[config.mk]
export PLATFORM = sky130hd
export DESIGN_NAME = vram_arbiter
export DESIGN_NICKNAME = d
export VERILOG_FILES = /design/src/rtl/vram_pkg.sv /design/src/rtl/vram_clear_seq.sv /design/src/rtl/vram_arbiter.sv
export SDC_FILE = /design/constraint.sdc
export NUM_CORES = 1
export LEC_CHECK = 0
export ABC_AREA = 1
export ABC_CLOCK_PERIOD_IN_PS = 1600
export BUFFER_PORTS_ARGS = -buffer_cell sky130_fd_sc_hd__buf_4
export CORE_MARGIN = 4
export CORE_UTILIZATION = 30
export CTS_CLUSTER_SIZE = 40
export DETAILED_ROUTE_END_ITERATION = 6
export HOLD_SLACK_MARGIN = 0.05
export PLACE_DENSITY_LB_ADDON = 0.25
export SLEW_MARGIN = 5
export SYNTH_ARGS = -nofsm -noshare
export SYNTH_HDL_FRONTEND = slang
export SYNTH_SLANG_ARGS = --single-unit
[constraint.sdc]
create_clock -name iCLK -period 1.6 [get_ports iCLK]
set_input_delay 0.24 -clock iCLK [delete_from_list [all_inputs] [get_ports iCLK]]
set_output_delay 0.24 -clock iCLK [all_outputs]
set_load 0.02 [all_outputs]
[src/rtl/vram_pkg.sv]
// Shared constants and enums for the pixel RAM arbiter.
// Frame geometry, grant encoding and clear-sequencer states.
package vram_pkg;

  localparam int FB_W      = 320;
  localparam int FB_H      = 240;
  localparam int FB_DEPTH  = FB_W * FB_H;
  localparam int FB_ADDR_W = 17;

  typedef enum logic [1:0] {
    GNT_NONE,
    GNT_DISP,
    GNT_WR,
    GNT_CLR
  } gnt_e;

  typedef enum logic {
    CLR_IDLE,
    CLR_RUN
  } clr_state_e;

endpackage

[src/rtl/vram_clear_seq.sv]
// Full-frame clear sequencer: FSM, sweep counter, colour latch.
// Ports: clk/rst, clear pulse + colour, grant_clr in; busy/addr/color out.
module vram_clear_seq
  import vram_pkg::*;
#(
  parameter int DATA_W = 8,
  parameter int ADDR_W = FB_ADDR_W,
  parameter int DEPTH  = FB_DEPTH
) (
  input  logic              clk,
  input  logic              rst,
  input  logic              clear,
  input  logic [DATA_W-1:0] clear_color,
  input  logic              grant_clr,
  output logic              busy,
  output logic [ADDR_W-1:0] addr,
  output logic [DATA_W-1:0] color
);

  localparam logic [ADDR_W-1:0] LAST = ADDR_W'(DEPTH - 1);

  clr_state_e        state_q, state_d;
  logic [ADDR_W-1:0] cnt_q, cnt_d;
  logic [DATA_W-1:0] col_q, col_d;

  always_ff @(posedge clk) begin
    if (rst) begin
      state_q <= CLR_IDLE;
      cnt_q   <= '0;
      col_q   <= '0;
    end else begin
      state_q <= state_d;
      cnt_q   <= cnt_d;
      col_q   <= col_d;
    end
  end

  // A new clear pulse wins over the sweep step; the write of
  // that cycle still uses cnt_q/col_q.
  always_comb begin
    state_d = state_q;
    cnt_d   = cnt_q;
    col_d   = col_q;
    unique case (state_q)
      CLR_IDLE: begin
        if (clear) begin
          state_d = CLR_RUN;
          cnt_d   = '0;
          col_d   = clear_color;
        end
      end
      CLR_RUN: begin
        if (clear) begin
          cnt_d = '0;
          col_d = clear_color;
        end else if (grant_clr) begin
          if (cnt_q == LAST) begin
            state_d = CLR_IDLE;
            cnt_d   = '0;
          end else begin
            cnt_d = cnt_q + 1'b1;
          end
        end
      end
      default: state_d = CLR_IDLE;
    endcase
  end

  always_comb begin
    busy  = (state_q == CLR_RUN);
    addr  = cnt_q;
    color = col_q;
  end

endmodule

[src/rtl/vram_arbiter.sv]
// Single-port pixel RAM arbiter: display > writer > clear sequencer.
// Ports: display read, writer handshake, clear control, flags, RAM port.
module vram_arbiter
  import vram_pkg::*;
#(
  parameter int DATA_W   = 8,
  parameter int ADDR_W   = FB_ADDR_W,
  parameter int DEPTH    = FB_DEPTH,
  parameter int RD_LAT   = 1,
  parameter int MAX_WAIT = 64
) (
  input  logic              iCLK,
  input  logic              iRST,
  input  logic              iDisp_req,
  input  logic [ADDR_W-1:0] iDisp_addr,
  output logic [DATA_W-1:0] oDisp_data,
  output logic              oDisp_valid,
  input  logic              iWr_valid,
  input  logic [ADDR_W-1:0] iWr_addr,
  input  logic [DATA_W-1:0] iWr_data,
  output logic              oWr_ready,
  input  logic              iClear,
  input  logic [DATA_W-1:0] iClear_color,
  output logic              oClear_busy,
  output logic              oOverrun,
  output logic              oAddr_err,
  output logic [ADDR_W-1:0] oMem_addr,
  output logic [DATA_W-1:0] oMem_wdata,
  output logic              oMem_we,
  input  logic [DATA_W-1:0] iMem_rdata
);

  localparam logic [ADDR_W-1:0] DEPTH_A = ADDR_W'(DEPTH);
  localparam int                WAIT_W  = $clog2(MAX_WAIT + 1);
  localparam logic [WAIT_W-1:0] WAIT_MX = WAIT_W'(MAX_WAIT);

  gnt_e              gnt;
  logic              wr_oor;
  logic              wr_hs;
  logic              clr_busy;
  logic [ADDR_W-1:0] clr_addr;
  logic [DATA_W-1:0] clr_color;

  logic [RD_LAT-1:0] vld_q, vld_d;
  logic [RD_LAT-1:0] oor_q, oor_d;
  logic [WAIT_W-1:0] wait_q, wait_d;
  logic              ovr_q, ovr_d;
  logic              aerr_q, aerr_d;

  assign wr_oor    = (iWr_addr >= DEPTH_A);
  assign oWr_ready = ~iRST & ~iDisp_req;
  assign wr_hs     = iWr_valid & oWr_ready;

  // An out-of-range write still owns its slot, so it never
  // falls through to the clear sequencer.
  always_comb begin
    gnt = GNT_NONE;
    if (!iRST) begin
      if (iDisp_req)     gnt = GNT_DISP;
      else if (iWr_valid) gnt = GNT_WR;
      else if (clr_busy)  gnt = GNT_CLR;
    end
  end

  always_comb begin
    oMem_addr  = '0;
    oMem_wdata = '0;
    oMem_we    = 1'b0;
    unique case (gnt)
      GNT_DISP: oMem_addr = iDisp_addr;
      GNT_WR: begin
        oMem_addr  = iWr_addr;
        oMem_wdata = iWr_data;
        oMem_we    = ~wr_oor;
      end
      GNT_CLR: begin
        oMem_addr  = clr_addr;
        oMem_wdata = clr_color;
        oMem_we    = 1'b1;
      end
      default: ;
    endcase
  end

  vram_clear_seq #(
    .DATA_W (DATA_W),
    .ADDR_W (ADDR_W),
    .DEPTH  (DEPTH)
  ) u_clr (
    .clk         (iCLK),
    .rst         (iRST),
    .clear       (iClear),
    .clear_color (iClear_color),
    .grant_clr   (gnt == GNT_CLR),
    .busy        (clr_busy),
    .addr        (clr_addr),
    .color       (clr_color)
  );

  assign oClear_busy = clr_busy;

  always_comb begin
    vld_d    = vld_q << 1;
    oor_d    = oor_q << 1;
    vld_d[0] = iDisp_req;
    oor_d[0] = (iDisp_addr >= DEPTH_A);
  end

  always_comb begin
    wait_d = wait_q;
    if (!iWr_valid || wr_hs) wait_d = '0;
    else if (wait_q != WAIT_MX) wait_d = wait_q + 1'b1;
    ovr_d  = ovr_q | (wait_d == WAIT_MX);
    aerr_d = aerr_q | (wr_hs & wr_oor);
  end

  always_ff @(posedge iCLK) begin
    if (iRST) begin
      vld_q  <= '0;
      oor_q  <= '0;
      wait_q <= '0;
      ovr_q  <= 1'b0;
      aerr_q <= 1'b0;
    end else begin
      vld_q  <= vld_d;
      oor_q  <= oor_d;
      wait_q <= wait_d;
      ovr_q  <= ovr_d;
      aerr_q <= aerr_d;
    end
  end

  assign oDisp_valid = vld_q[RD_LAT-1];
  assign oDisp_data  = (vld_q[RD_LAT-1] && !oor_q[RD_LAT-1]) ?
                       iMem_rdata : '0;
  assign oOverrun    = ovr_q;
  assign oAddr_err   = aerr_q;

endmodule

==> results by group, run 1 <==
STA
  – Final Max Tran Viols: 0
  – Fin crit share: 98.7%
  – Worst-Margin Slew: 0.300 ns
  – Post-layout min period: 1.58 ns
  – Hold Violations, Final: 0
  – Slew HR: 80.0%
  – Finish-stage setup viols: 0
  – Skew final: 0.00659 ns
  – RSZ-0062 raised after global routing: yes
  – Fmax: 633 MHz

Synthesis
  – Seq/Total Area, Yosys: 30.5%
  – Synth cell types: 33
  – Avg Inst Size Synth: 6.41 sq um
  – #FFs+latches synth: 37
  – Cells after Synth: 378
  – Syn. warnings: 0
  – Netlist Area Pre-Place: 2420 sq um
  – Syn nets: 444

Power and ir drop
  – Leak: 1.72 nW
  – Seq pwr share: 41.1%
  – Pwr/cell area: 595 nW/um^2
  – Logic pwr share: 21.9%
  – Power consumption: 2.32 mW
  – Psw: 611 uW
  – Switch share: 26.3%
  – Max VDD drop: 476 uV
  – Clk pwr share: 37.0%
  – Internal power: 1.71 mW

Finish
  – Cell area after layout: 3910 sq um
  – Layout cells sized above 1: 36.6%
  – Nets@finish: 573
  – Area of the multi-input gates: 1530 sq um
  – Fin cells: 610
  – Synth-to-Final Area Change: 61.0%
  – Commonest non-fill, non-tap cell in the layout: buf_4
  – Layout fillers: 782
  – Most frequent cells in the layout: buf_4, nand2_1, inv_1, nor2_1
  – Ant diodes: 0
  – Reg area: 744 sq um
  – Final Util: 50.0%

Clock network
  – CTS sink cnt: 37
  – Worst-Skew Late Latency: 0.29 ns
  – Clock Tree Buf Depth: 2
  – CTS tree: yes
  – # H-tree levels: 2
  – TritonCTS Buffers: 5
  – CTS root buf: clkbuf_8
  – Clock slew at reported path FFs: 0.08 ns

Critical path
  – CP max FO: 10
  – Family with the most delay on the worst path: buffers and inverters
  – Crit-path cells: inv_2 -> nor2_4 -> nand2_4 -> buf_12 -> o211ai_1 -> buf_4
  – Critical path arrival: 1.34 ns
  – Levels on crit path: 6
  – Kind of critical path: reg2out
  – R2r worst-path depth: 8
  – Critical path's largest stage delay: 0.34 ns
  – Setup crit end kind: primary output
  – Worst setup SP type: flip-flop
  – CP required: 1.36 ns
  – WP buf/inv: 3
  – Crit-path slowest cell: dfxtp_2

Floorplan
  – Core Area: 7810 sq um
  – Rows: 32
  – DIE AREA: 9590 sq um
  – Die Width: 97.9 microns
  – Die height: 97.9 microns
  – Top Ports: 102
  – Initial core utilization: 31.1%

Detailed routing
  – Post-route ant nets: 0
  – Total Wirelength: 8310 microns
  – DR WL/cell: 13.6 microns
  – Via Count: 2,922
  – Vias/cell: 4.79
  – Starting DRT DRC Count: 150
  – Total iterations of the first detailed-routing run: 4
  – Drt drc: 0

Worst hold path
  – Hold Path Stages: 3
  – Worst hold path type: in2reg

Job
  – Max-cap violation count: 0

Global route
  – Initial antenna violation count: 0
  – Total track usage: 17.2%
  – First-pass GRT wire length: 13,700 microns
  – Vias in the first global route: 2,851
  – Total gr overflow: 0
  – Pin count of the biggest net entering global routing: 18

Place
  – DP HPWL: 6390 microns
  – Placement Cell Area: 3520 sq um
  – GP Congestion: 0.874
  – Port Buf Inserts: 101
  – Cells after DPL: 594

Outcome
  – Outcome: finished, final reports clean
==> tightest hold or removal path: stages <==
cell and delay, ns:
buf_4 0.08, nor2_1 0.03, nor2_1 0.08
==> metal layers <==
| layer | GRT usage, % | up-vias | wire (microns) |
|---|---|---|---|
| met5 | 0 | - | 0 |
| met4 | 4.05 | 0 | 88 |
| met3 | 3.71 | 7 | 584 |
| met2 | 28.5 | 96 | 3950 |
| met1 | 22.8 | 1328 | 3680 |
| li1 | - | 1491 | - |
==> cell families after synthesis <==
logic type / count (synthesis) / synth area share (%)
AOI/OAI and AO/OA: 66 / 16.8
xor gates and xnor gates: 1 / 0.361
adders and majority gates: 3 / 1.55
buffers and inverters: 64 / 11.1
DFF: 37 / 30.5
and+or+nand+nor: 207 / 39.6
==> final cells by class <==
type | instances | area share (%)
multi-input combinational | 278 | 39.2
timing repair buffer | 134 | 30.4
sequential | 37 | 19.1
inverter | 51 | 5.03
tap | 102 | 3.27
clock buffer | 6 | 2.11
clock inverter | 2 | 0.961
==> state kept, by name, summed over array words and instances (netlist names) <==
signal	count
u_clr.addr	17
u_clr.color	8
wait_q	7
oAddr_err	1
oDisp_valid	1
oOverrun	1
oor_q	1
u_clr.busy	1
==> synthesized netlist by cell type <==
| cell type | instances | area (sq um) |
|---|---|---|
| nand2_1 | 88 | 330 |
| nor2_1 | 50 | 188 |
| inv_1 | 49 | 184 |
| dfxtp_1 | 37 | 741 |
| nand3_1 | 37 | 185 |
| a21oi_1 | 20 | 100 |
| o21ai_0 | 19 | 95.1 |
| o211ai_1 | 9 | 67.6 |
| a22o_1 | 8 | 70.1 |
| buf_2 | 6 | 30.0 |
| nand4_1 | 6 | 37.5 |
| nor2_2 | 6 | 37.5 |
| nand2_2 | 4 | 25.0 |
| nor2_4 | 4 | 45.0 |
| nor3_1 | 4 | 20.0 |
| clkbuf_1 | 3 | 11.3 |
| ha_1 | 3 | 37.5 |
| nand3_2 | 3 | 30.0 |
| o221ai_1 | 3 | 26.3 |
| a21oi_2 | 2 | 17.5 |
| buf_4 | 2 | 15.0 |
| buf_6 | 2 | 22.5 |
| o21ai_1 | 2 | 10.0 |
| o21bai_1 | 2 | 15.0 |
| a31oi_1 | 1 | 6.26 |
| clkinv_1 | 1 | 3.75 |
| inv_2 | 1 | 3.75 |
| nand2_4 | 1 | 11.3 |
| nand3_4 | 1 | 17.5 |
| nor2_8 | 1 | 20.0 |
| nor4_1 | 1 | 6.26 |
| or2_2 | 1 | 6.26 |
| xnor2_1 | 1 | 8.76 |
==> per-stage QoR <==
step                      setup TNS, ns  hold slack (ns)  setup WS [ns]
after floorplan                -0.00203            0.365      -0.000254
after global placement                0            0.442          0.101
after detailed placement              0            0.455         0.0557
after CTS                             0            0.152        0.00560
after global routing             -0.745            0.177        -0.0670
final                                 0            0.165         0.0201
==> final timing paths <==
path,from,to,slack [ns]
worst min register to register,oOverrun,oOverrun,0.46
worst max register to register,u_clr.addr[0],u_clr.addr[1],0.09
worst min-delay path,iClear_color[7],u_clr.color[7],0.16
worst max-delay path,u_clr.busy,oMem_addr[12],0.02
==> power by group through the flow <==
stage | sequential (mW) | combinational [mW] | clock (mW)
after floorplan | 0.977 | 0.200 | 0
after global placement | 0.975 | 0.469 | 0
after detailed placement | 0.975 | 0.473 | 0
after CTS | 0.954 | 0.486 | 0.897
after global routing | 0.956 | 0.550 | 0.921
final | 0.954 | 0.509 | 0.860
==> timing repair <==
action / CTS / global route
setup buffers: 3 / 3
hold buffers: 0 / 0
resized for setup: 11 / 38
gates cloned: 0 / 2
pin swaps: 0 / 13
setup endpoints to repair: 23 / 37
(Power assumes the default switching activity.)
==> run 2, diff against run 1 <==
--- a/config.mk
+++ b/config.mk
@@ -10,6 +10,7 @@
 export BUFFER_PORTS_ARGS = -buffer_cell sky130_fd_sc_hd__buf_4
 export CORE_MARGIN = 4
 export CORE_UTILIZATION = 30
+export CTS_BUF_LIST = sky130_fd_sc_hd__clkbuf_16
 export CTS_CLUSTER_SIZE = 40
 export DETAILED_ROUTE_END_ITERATION = 6
 export HOLD_SLACK_MARGIN = 0.05
==> run 2 against run 1 <==
Flip-flop and latch count unchanged. Routed wire length up 0.75%. First-iteration DRC count fell by 27%. Count of clock-buffer cells in the layout down 1. Clock power increased by 31%. Die area unchanged. Clock skew down 0.0014 ns. Critical path depth stayed put. Setup slack gained 0.0022 ns. Critical path type unchanged. Largest cell class unchanged.
==> results by group, run 2 (same netlist as run 1, synthesis figures left out) <==
Global route
  – First-pass GRT wire length: 13,800 microns (+0.96%)
  – Total track usage: 17.4% (+0.22 points)
  – GR peak layer: met2
  – Met2 Use GR: 29.1% (+0.52 points)
  – Total gr overflow: 0 (unchanged)
  – Met1 usage: 22.4% (-0.39 points)
  – Initial antenna violation count: 0 (unchanged)
  – Pin count of the biggest net entering global routing: 18 (unchanged)
  – GR Layer Usage met3: 3.86% (+0.14 points)
  – Vias in the first global route: 2,883 (+1.1%)

Detailed routing
  – DR WL/cell: 13.7 microns (+0.75%)
  – Via Count: 2,935 (+0.44%)
  – Post-route ant nets: 0 (unchanged)
  – Drt drc: 0 (unchanged)
  – Vias/cell: 4.81 (+0.44%)
  – Total Wirelength: 8370 microns (+0.75%)
  – Total iterations of the first detailed-routing run: 4 (unchanged)
  – Starting DRT DRC Count: 109 (-27%)

Clock network
  – CTS tree: yes
  – CTS root buf: clkbuf_16
  – Clock slew at reported path FFs: 0.06 ns (-0.02 ns)
  – CTS sink cnt: 37 (unchanged)
  – Worst-Skew Late Latency: 0.29 ns (about the same)
  – # H-tree levels: 2 (unchanged)
  – Clock Tree Buf Depth: 2 (unchanged)
  – TritonCTS Buffers: 5 (unchanged)

Finish
  – Max FFs per register: 17 (unchanged)
  – Most frequent cells in the layout: buf_4, nand2_1, inv_1, nor2_1, nand3_1
  – Final Util: 50.4% (+0.35 points)
  – Area of the multi-input gates: 1530 sq um (-0.25%)
  – Commonest non-fill, non-tap cell in the layout: buf_4
  – Nets@finish: 573 (unchanged)
  – Layout fillers: 787 (+0.64%)
  – Synth-to-Final Area Change: 62.2%
  – Reg area: 744 sq um (unchanged)
  – Ant diodes: 0 (unchanged)
  – Fin cells: 610 (unchanged)
  – Layout cells sized above 1: 36.0% (-0.59 points)

Place
  – Pre-CTS setup slack: 0.0557 ns (unchanged)
  – DP HPWL: 6390 microns (unchanged)
  – Cells after DPL: 594 (unchanged)
  – Port Buf Inserts: 101 (unchanged)
  – GP Congestion: 0.874 (unchanged)

Floorplan
  – Rows: 32 (unchanged)
  – Top Ports: 102 (unchanged)
  – Initial core utilization: 31.1% (unchanged)
  – Die height: 97.9 microns (unchanged)
  – DIE AREA: 9590 sq um (unchanged)
  – Core Area: 7810 sq um (unchanged)
  – Die Width: 97.9 microns (unchanged)

Critical path
  – Reg2Reg Capture Point: u_clr.addr[12]
  – Setup crit end kind: primary output
  – Critical path arrival: 1.34 ns (about the same)
  – Worst setup SP type: flip-flop
  – CP max FO: 3 (-7)
  – Crit-path slowest cell: dfxtp_2
  – Setup slack, reg-to-reg: 0.09 ns (about the same)
  – RR Startpoint: u_clr.addr[1]
  – CP required: 1.36 ns (about the same)
  – Critical path's largest stage delay: 0.33 ns (about the same)
  – Levels on crit path: 6 (unchanged)
  – Crit-path cells: inv_2 -> nor2_4 -> nand2_4 -> buf_6 -> o211ai_1 -> buf_4
  – Critical Path Source: u_clr.busy
  – Family with the most delay on the worst path: buffers and inverters
  – CP endpoint: oMem_addr[3]
  – Kind of critical path: reg2out
  – R2r worst-path depth: 10 (+2)
  – WP buf/inv: 3 (unchanged)

STA
  – Fmax: 634 MHz (+0.14%)
  – Worst hold margin: 0.174 ns (+0.00884 ns)
  – Final Max Tran Viols: 0 (unchanged)
  – Post-layout min period: 1.58 ns (-0.00219 ns)
  – Slew HR: 80.1% (+0.10 points)
  – Post-route setup slack: 0.0223 ns (+0.00219 ns)
  – Finish-stage setup viols: 0 (unchanged)
  – RSZ-0062 raised after global routing: yes
  – Hold Violations, Final: 0 (unchanged)
  – Skew final: 0.00521 ns (-0.00138 ns)
  – Fin crit share: 98.6% (-0.14 points)
  – Worst-Margin Slew: 0.296 ns (-0.00393 ns)

Outcome
  – Outcome: finished, final reports clean

Job
  – Max-cap violation count: 0 (unchanged)

Power and ir drop
  – Leak: 1.73 nW (+0.50%)
  – Max VDD drop: 548 uV (+15%)
  – Pwr/cell area: 656 nW/um^2 (+10%)

Worst hold path
  – Worst hold path type: in2reg
[run 2: cell count changes in the layout (fill, tap and decap cells not counted), sizes merged]
cell,delta
clkinv,+1
clkbuf,-1
[run 2: where the power goes]
group | internal (mW) | leakage (nW) | switching [mW]
registers | 0.944 | 0.302 | 0.0114
clock network | 0.730 | 0.0775 | 0.397
logic | 0.256 | 1.35 | 0.243
total | 1.93 | 1.73 | 0.652
[run 2: worst min path at each step]
stage / depth (start not counted) / startpoint / end / slack, ns
finish: 3 / iClear_color[7] / u_clr.color[7] / 0.17
global route: 3 / iClear_color[1] / u_clr.color[1] / 0.19
CTS: 3 / iClear_color[7] / u_clr.color[7] / 0.17
detailed placement: 2 / oAddr_err / oAddr_err / 0.45
global placement: 2 / oOverrun / oOverrun / 0.44
floorplan: 2 / iDisp_addr[16] / oor_q / 0.37
[run 2: worst register-to-register path: cells and delay by family (launching register included)]
kind	cells	cell delay [ns]
flops	1	0.35
buf+inv	1	0.14
fa+ha+maj	1	0.14
simple gates	6	0.58
compound gates	2	0.22
[run 2: through the flow]
| stage | cell area, sq um | TNS, ns | power [mW] |
|---|---|---|---|
| 2_1_floorplan | 2430 | -0.00203 | 1.18 |
| 3_3_place_gp | 3520 | 0 | 1.44 |
| 3_5_place_dp | 3520 | 0 | 1.45 |
| 4_1_cts | 3750 | 0 | 2.59 |
| 5_1_grt | 3930 | -0.296 | 2.68 |
| 6_report | 3930 | 0 | 2.58 |
[run 2: area by class of cell]
type                            count  area share (%)
Tap cell                          102            3.25
Clock buffer                        5            3.18
Clock inverter                      3            1.05
Inverter                           51            5.00
Sequential cell                    37            18.9
Multi-Input combinational cell    278            38.8
Timing Repair Buffer              134            29.8
[run 2: repair_timing]
action / in CTS / in global routing
endpoints found under the setup margin: 23 / 27
gates cloned: 0 / 2
resized for setup: 10 / 33
hold buffers: 0 / 0
buffers inserted: 3 / 3
pin swaps: 0 / 15
[run 2: layer usage]
| metal | vias to the layer above | share of wire [%] |
|---|---|---|
| met1 | 1327 | 42 |
| li1 | 1494 | - |
| met2 | 106 | 48 |
| met5 | - | 0 |
| met4 | 0 | 1.5 |
| met3 | 8 | 8.2 |
